File: config.mk
export PLATFORM = sky130hd
export DESIGN_NAME = btn_debounce_pulse
export DESIGN_NICKNAME = d
export VERILOG_FILES = /design/src/rtl/de1_io_pkg.sv /design/src/rtl/sync_2ff.sv /design/src/rtl/btn_debounce_pulse.sv
export SDC_FILE = /design/constraint.sdc
export NUM_CORES = 1
export LEC_CHECK = 0
export CAP_MARGIN = 20
export CORE_AREA = 2 2 55 57
export CTS_BUF_LIST = sky130_fd_sc_hd__clkbuf_2 sky130_fd_sc_hd__clkbuf_4 sky130_fd_sc_hd__clkbuf_8
export DETAILED_ROUTE_END_ITERATION = 7
export DIE_AREA = 0 0 57 59
export HOLD_SLACK_MARGIN = 0.1
export PLACE_DENSITY = 0.87
export SETUP_SLACK_MARGIN = 0.4
export SLEW_MARGIN = 20
export SYNTH_ARGS = -nofsm -noshare
export SYNTH_HDL_FRONTEND = slang
export SYNTH_HIERARCHICAL = 1
export SYNTH_SLANG_ARGS = --single-unit
File: constraint.sdc
create_clock -name clk -period 2.8 [get_ports clk]
set_input_delay 0.56 -clock clk [delete_from_list [all_inputs] [get_ports clk]]
set_output_delay 0.56 -clock clk [all_outputs]
set_load 0.05 [all_outputs]
File: src/rtl/de1_io_pkg.sv
// Shared DE1 I/O definitions: debounce FSM encodings, 50 MHz timing
// defaults and button polarity helpers.
package de1_io_pkg;

    typedef enum logic [1:0] {
        RELEASED    = 2'd0,
        PRESS_CHK   = 2'd1,
        PRESSED     = 2'd2,
        RELEASE_CHK = 2'd3
    } btn_state_e;

    // 20 ms, 500 ms and 200 ms at 50 MHz
    localparam int DEF_DEBOUNCE_CYCLES = 1_000_000;
    localparam int DEF_REPEAT_DELAY    = 25_000_000;
    localparam int DEF_REPEAT_PERIOD   = 10_000_000;

    function automatic logic released_level(input logic active_low);
        return active_low;
    endfunction

    function automatic logic is_pressed(
        input logic sample,
        input logic active_low
    );
        return sample ^ active_low;
    endfunction

endpackage

File: src/rtl/sync_2ff.sv
// Generic two-flop synchronizer with a selectable reset level.
// Shared by the button conditioner and the HC-SR04 echo input.
module sync_2ff #(
    parameter logic RESET_VAL = 1'b0
) (
    input  logic clk,
    input  logic reset,
    input  logic i_d,
    output logic o_q
);

    logic r_meta;
    logic r_sync;

    always_ff @(posedge clk or posedge reset) begin
        if (reset) begin
            r_meta <= RESET_VAL;
            r_sync <= RESET_VAL;
        end else begin
            r_meta <= i_d;
            r_sync <= r_meta;
        end
    end

    assign o_q = r_sync;

endmodule

File: src/rtl/btn_debounce_pulse.sv
// Push-button conditioner: synchronize, debounce, emit press/release pulses.
// Optional auto-repeat of press pulses when BTN_AUTOREPEAT_EN is defined.
module btn_debounce_pulse
    import de1_io_pkg::*;
#(
    parameter int   DEBOUNCE_CYCLES = DEF_DEBOUNCE_CYCLES,
    parameter logic ACTIVE_LOW      = 1'b1,
    parameter int   REPEAT_DELAY    = DEF_REPEAT_DELAY,
    parameter int   REPEAT_PERIOD   = DEF_REPEAT_PERIOD
) (
    input  logic clk,
    input  logic reset,
    input  logic btn_in,
    output logic btn_level,
    output logic press_pulse,
    output logic release_pulse
);

    localparam int             CW      = $clog2(DEBOUNCE_CYCLES + 1);
    localparam logic [CW-1:0]  CNT_ONE = CW'(1);
    localparam logic [CW-1:0]  CNT_MAX = CW'(DEBOUNCE_CYCLES);

`ifdef BTN_AUTOREPEAT_EN
    if (DEBOUNCE_CYCLES < 2 || REPEAT_DELAY < 1 || REPEAT_PERIOD < 1)
    begin : g_bad_cfg
        $error("btn_debounce_pulse: illegal timing parameters");
    end
`else
    if (DEBOUNCE_CYCLES < 2 || REPEAT_DELAY < 0 || REPEAT_PERIOD < 0)
    begin : g_bad_cfg
        $error("btn_debounce_pulse: illegal timing parameters");
    end
`endif

    logic          w_sync;
    logic          w_pressed;
    logic [CW-1:0] w_count_inc;

    btn_state_e    r_state;
    logic [CW-1:0] r_count;
    logic          r_level;
    logic          r_press;
    logic          r_release;

    sync_2ff #(
        .RESET_VAL (released_level(ACTIVE_LOW))
    ) u_sync (
        .clk   (clk),
        .reset (reset),
        .i_d   (btn_in),
        .o_q   (w_sync)
    );

    assign w_pressed   = is_pressed(w_sync, ACTIVE_LOW);
    assign w_count_inc = (r_count == CNT_MAX) ? r_count : r_count + CNT_ONE;

`ifdef BTN_AUTOREPEAT_EN
    localparam int RMAX = (REPEAT_DELAY > REPEAT_PERIOD) ?
                          REPEAT_DELAY : REPEAT_PERIOD;
    localparam int RW   = $clog2(RMAX + 1);
    localparam logic [RW-1:0] RD_LAST = RW'(REPEAT_DELAY - 1);
    localparam logic [RW-1:0] RP_LAST = RW'(REPEAT_PERIOD - 1);

    logic [RW-1:0] r_rep;
    logic          r_rep_first;
    logic          w_rep_hit;

    // First repeat waits the long delay, later ones the short period
    assign w_rep_hit = (r_rep == (r_rep_first ? RD_LAST : RP_LAST));
`endif

    always_ff @(posedge clk or posedge reset) begin
        if (reset) begin
            r_state     <= RELEASED;
            r_count     <= '0;
            r_level     <= 1'b0;
            r_press     <= 1'b0;
            r_release   <= 1'b0;
`ifdef BTN_AUTOREPEAT_EN
            r_rep       <= '0;
            r_rep_first <= 1'b1;
`endif
        end else begin
            r_press   <= 1'b0;
            r_release <= 1'b0;

            unique case (r_state)
                RELEASED: begin
                    if (w_pressed) begin
                        r_state <= PRESS_CHK;
                        r_count <= CNT_ONE;
                    end else begin
                        r_count <= '0;
                    end
                end
                PRESS_CHK: begin
                    if (!w_pressed) begin
                        r_state <= RELEASED;
                        r_count <= '0;
                    end else begin
                        r_count <= w_count_inc;
                        if (w_count_inc == CNT_MAX) begin
                            r_state <= PRESSED;
                            r_level <= 1'b1;
                            r_press <= 1'b1;
                        end
                    end
                end
                PRESSED: begin
                    if (!w_pressed) begin
                        r_state <= RELEASE_CHK;
                        r_count <= CNT_ONE;
                    end else begin
                        r_count <= '0;
                    end
                end
                RELEASE_CHK: begin
                    if (w_pressed) begin
                        r_state <= PRESSED;
                        r_count <= '0;
                    end else begin
                        r_count <= w_count_inc;
                        if (w_count_inc == CNT_MAX) begin
                            r_state   <= RELEASED;
                            r_level   <= 1'b0;
                            r_release <= 1'b1;
                        end
                    end
                end
            endcase

`ifdef BTN_AUTOREPEAT_EN
            // Only a steady hold in PRESSED advances the repeat timer
            if (r_state != PRESSED || !w_pressed) begin
                r_rep       <= '0;
                r_rep_first <= 1'b1;
            end else if (w_rep_hit) begin
                r_rep       <= '0;
                r_rep_first <= 1'b0;
                r_press     <= 1'b1;
            end else begin
                r_rep <= r_rep + RW'(1);
            end
`endif
        end
    end

    assign btn_level     = r_level;
    assign press_pulse   = r_press;
    assign release_pulse = r_release;

endmodule

Word-level counts from Yosys, hierarchy flattened
Cells that the tools add are included.
{"block": "classes", "add_sub_neg": 1, "eq_ne": 13, "mux": 23, "reduce_logical": 4}
{"cell": "case mux 20 bit (4 select lines)", "count": 1}
{"cell": "2-to-1 mux 20 bit", "count": 3}
{"cell": "equality test 20 bit, second input constant", "count": 2}
{"cell": "adder 20 x 1 -> 20 bit, second input constant", "count": 1}
{"cell": "2-to-1 mux 2 bit", "count": 6}
{"cell": "2-to-1 mux 1 bit", "count": 11}
{"cell": "inequality test 2 bit, second input constant", "count": 4}
{"cell": "case mux 2 bit (4 select lines)", "count": 1}
{"cell": "AND reduction 5 bit", "count": 1}
{"cell": "equality test 2 bit, second input constant", "count": 2}
{"cell": "inequality test 2 x 1 -> 1 bit, second input constant", "count": 2}
{"cell": "AND reduction 4 bit", "count": 1}
{"cell": "inequality test 3 x 2 -> 1 bit, second input constant", "count": 1}
{"cell": "inequality test 3 bit, second input constant", "count": 1}
{"cell": "equality test 2 x 1 -> 1 bit, second input constant", "count": 1}
{"cell": "logical NOT 2 bit", "count": 1}
{"cell": "case mux 1 bit (2 select lines)", "count": 1}
{"cell": "nonzero test 2 bit", "count": 1}
{"block": "totals", "register_bits": 27, "in_bits": 3, "elab_cells": 48}

Logic depth before layout (Yosys ltp)
{"block": "logic_depth", "word_depth": 6, "ltp_mapped": 8}

Cells and area by module
The synthesis kept the hierarchy.
{"module": "btn_debounce_pulse", "n_inst": 1, "cells_each": 167, "area_per_inst_um2": 1529.0, "seq_area_each_um2": 625.6}
{"module": "sync_2ff", "n_inst": 1, "cells_each": 3, "area_per_inst_um2": 56.3, "seq_area_each_um2": 52.6}

Worst setup path before layout
Ideal clock, no wire load.
{"block": "synth_timing", "path_kind": "register to register", "from": "register r_count[1]", "to": "register r_level (netlist: btn_level)", "t_arrival_ps": 2278, "slack_ps": 419, "stages_incl_launch_ff": 9, "path_buffers": 1, "period_less_slack_ps": 2381, "cell_sequence": "dfrtp_1 > ha_1 > clkbuf_1 > and4_2 > and3_1 > and4_1 > o22ai_1 > or4_4 > o311ai_1"}
{"block": "synth_via", "elab_chain_len": 5, "elab_cells_between_ends": 7, "classes_between": "add/sub (1); eq/ne (4); mux (1); reduce/logical (1)"}
{"item": "from (decl)", "line_no": "btn_debounce_pulse.sv:40", "rtl": "logic [CW-1:0] r_count;"}
{"item": "from (signal assigned)", "line_no": "btn_debounce_pulse.sv:101", "rtl": "r_count <= w_count_inc;"}
{"item": "from (signal assigned)", "line_no": "btn_debounce_pulse.sv:122", "rtl": "r_count <= w_count_inc;"}
{"item": "adder 20 x 1 -> 20 bit or equality test 20 bit (tied branches)", "line_no": "btn_debounce_pulse.sv:55", "rtl": "assign w_count_inc = (r_count == CNT_MAX) ? r_count : r_count + CNT_ONE;"}
{"item": "2-to-1 mux 20 bit (*)", "line_no": "btn_debounce_pulse.sv:55"}
{"item": "equality test 20 bit (*)", "line_no": "btn_debounce_pulse.sv:102, btn_debounce_pulse.sv:123"}
{"item": "inequality test 2 bit (no line)"}
{"item": "AND reduction 5 bit (no line) (*)"}
{"item": "to (signal assigned)", "line_no": "btn_debounce_pulse.sv:76", "rtl": "r_level <= 1'b0;"}
{"item": "to (signal assigned)", "line_no": "btn_debounce_pulse.sv:104", "rtl": "r_level <= 1'b1;"}
{"item": "to (signal assigned)", "line_no": "btn_debounce_pulse.sv:125", "rtl": "r_level <= 1'b0;"}
{"item": "to (decl)", "line_no": "btn_debounce_pulse.sv:41", "rtl": "logic r_level;"}
Every way passes the cells marked *; elsewhere a longest branch is shown, timed or not.
A chain may end at the register's enable or synchronous reset.

Worst setup path after layout
{"block": "layout_timing", "from": "register r_count[0]", "to": "register r_level (netlist: btn_level)"}
The elaborated chain is that of the path after synthesis.

==> qor.csv <==
stage;metric;value;unit
status;status;complete, no violations;
sta;fmax;423;MHz
synthesis;mappedNetlistNets;175;
final_layout;layout_commonest_cell;nor2_1;
final_layout;final_core_util;68.8;%
setup_path;reg2reg_from;r_count[0];
final_layout;drive_gt1_share;26.4;%
detailed_routing;wirelength;4.02;mm
sta;finalMaxSlewViolations;0;
setup_path;cp_max_fo;5;
synthesis;synth_edf_count;0;
final_layout;postLayoutCellArea;1860;sq um
sta;tightest_slew;0.659;ns
setup_path;crit_buf_inv;1;
synthesis;synth_seq_cells;27;
setup_path;worstSetupPathType;flop to flop;
sta;grt_setup_unrepaired;yes;
placed_design;placed_cells;198;
setup_path;worstSetupStartpointType;flop;
clocking;cts_tree;built;
hold_path;hp-class;flop to flop;
detailed_routing;routed_via_density;6.58;
detailed_routing;num_vias;1402;
setup_path;worstSetupStartpoint;r_count[0];
detailed_routing;drcViolationCount;0;
power;ir_worst_vdd;0.319;mV
setup_path;path_cells;buf_4, and3_1, or3_2, a21oi_2, o211ai_1, or4_4, o311ai_2;
global_routing;antenna_found_initial;0;
sta;setup_tns;0;ns
final_layout;area_growth;17.6;%
final_layout;final_cell_mix;nor2_1 (21), dfrtp_1 (18), buf_4 (13), xor2_1 (11);
setup_path;crit_slowest_cell;dfrtp_2;
global_routing;gr-total-overflow;0;
floorplan;num_io_pins;6;
power;power_density;339;nW/um^2
setup_path;arrival;2.61;ns
final_layout;multi_input_area;927;sq um
clocking;clock_sinks;27;
sta;fin_hold_ws;0.370;ns
placed_design;place.gp.congestion;0.876;
run;maxCapViolCount;0;
power;p_leak;0.760;nW
synthesis;seq_area_frac_synth;42.8;%
hold_path;min-delay-start;u_sync/r_meta;
final_layout;register_area;687;sq um
clocking;htreeDepth;1;
floorplan;core_area;2710;sq um
sta;setup_viol;0;
sta;fin_crit;2.36;ns
synthesis;async_flop_share;100;%
global_routing;track_usage;23.3;%
synthesis;synth_area;1590;sq um
clocking;clk_pin_slew_worst_paths;0.14;ns
synthesis;syn_avg_cell_area;9.33;sq um
final_layout;antenna_cells;0;
setup_path;cp_top_family;simple AND/OR/NAND/NOR gates;
synthesis;synthCells;170;
setup_path;cp-end-kind;flop;
final_layout;stdcell_count;213;
synthesis;synth-main-ff-cell;dfrtp_1;
final_layout;fin_nets;188;
floorplan;dieArea;3360;sq um
floorplan;initial_core_util;58.5;%
sta;slew_headroom;56.0;%
synthesis;ys_types;41;
placed_design;place_hpwl;2.29;mm
placed_design;placed_area;1640;sq um
clocking;cts_root_buf;clkbuf_4;
clocking;clockBufferDepth;2;
detailed_routing;wl_per_cell;18.9;microns
setup_path;cp.required;3.05;ns
detailed_routing;dr.pass1.iters;4;
power;finalPower;0.632;mW
clocking;clk_latency;0.33;ns
sta;postLayoutSetupSlackWorst;0.438;ns
sta;finalClockSkew;0.00419;ns
global_routing;grt_max_degree;26;
placed_design;place_ws;0.283;ns
setup_path;critPathMaxStageDelay;0.48;ns
detailed_routing;postRouteAntennaNets;0;
synthesis;ys_warn_count;6;
floorplan;core.rowCount;19;
final_layout;num-fill-cells;179;
sta;period_share;84.4;%
floorplan;die_y;59;microns
placed_design;port_buffers;5;
floorplan;die_x;57;microns
detailed_routing;drt_iter0_drc;89;
global_routing;grt_pass1_vias;1316;
sta;hold_viol;0;
clocking;numCtsBuffers;3;
global_routing;grt_first_pass_wirelength;6.06;mm
[path summary, 6_finish.rpt]
kind,slack [ns],cells after the start,endpoint
max in group asynchronous,1.95,3,r_count[0]
worst max register to register,0.44,7,btn_level
worst min-delay path,0.37,0,u_sync/o_q
worst min register to register,0.37,0,u_sync/o_q
min in group asynchronous,0.55,2,u_sync/r_meta
worst max-delay path,0.44,7,btn_level
[logic make-up after synthesis]
family          Yosys count  synth area share [%]
buf+inv                  19                  5.37
simple gates             77                  27.9
xor+xnor                 19                  10.5
fa+ha+maj                 2                  1.58
mux                       6                  3.79
flops                    27                  42.8
compound gates           20                  8.13
[cell usage after synthesis, types with 3 or more instances]
cell type  count  area share [%]
dfrtp_1       25              39
nor2_1        21             5.0
xor2_1        11             6.1
nand3_1       10             3.2
inv_1          9             2.1
nand2_1        8             1.9
xnor2_1        8             4.4
a21oi_1        6             1.9
and3_1         6             2.4
clkbuf_1       6             1.4
mux2i_1        6             3.8
nand4_1        5             2.0
o21ai_0        5             1.6
nor3_1         4             1.3
and4_1         3             1.7
nor3b_1        3             1.4
nor4_1         3             1.2
or3_1          3             1.2
[what timing repair did]
item                                    in CTS  in global routing
hold buffers                                 0                  0
setup buffers                                3                  8
resized for setup                            9                 19
endpoints found under the setup margin       4                  4
pin swaps                                    2                  3
[sequential cells by signal, indices dropped and copies added, names as in the netlist, named ones only]
| signal | flops |
|---|---|
| r_count | 20 |
| btn_level | 1 |
| press_pulse | 1 |
| r_state | 1 |
| release_pulse | 1 |
| u_sync/o_q | 1 |
| u_sync/r_meta | 1 |
[power breakdown]
part / leakage (nW) / total (mW) / switching, mW / internal, mW
combinational: 0.387 / 0.0473 / 0.0275 / 0.0198
clock: 0.0184 / 0.183 / 0.117 / 0.0657
sequential: 0.355 / 0.402 / 0.00623 / 0.396
[cell type report]
type                    count  area share (%)
clock buffers               4            1.61
inverters                   9            1.81
multi-input cells         124            49.7
flip-flops and latches     27            36.8
well taps                  31            2.08
repair buffers             18            7.92
[worst reg2reg max path, stage by stage (launching register included)]
cell,delay [ns]
dfrtp_2,0.48
buf_4,0.15
and3_1,0.20
or3_2,0.44
a21oi_2,0.18
o211ai_1,0.15
or4_4,0.47
o311ai_2,0.22
[layer usage]
| layer | track usage (%) | vias to the layer above | part of all wire (%) |
|---|---|---|---|
| met5 | 0 | - | 0 |
| met4 | 6.98 | 0 | 4.2 |
| met3 | 4.15 | 22 | 5.5 |
| met2 | 40.1 | 77 | 51 |
| met1 | 30.3 | 686 | 39 |
| li1 | - | 617 | - |
Power figures use the tool's default switching activity.
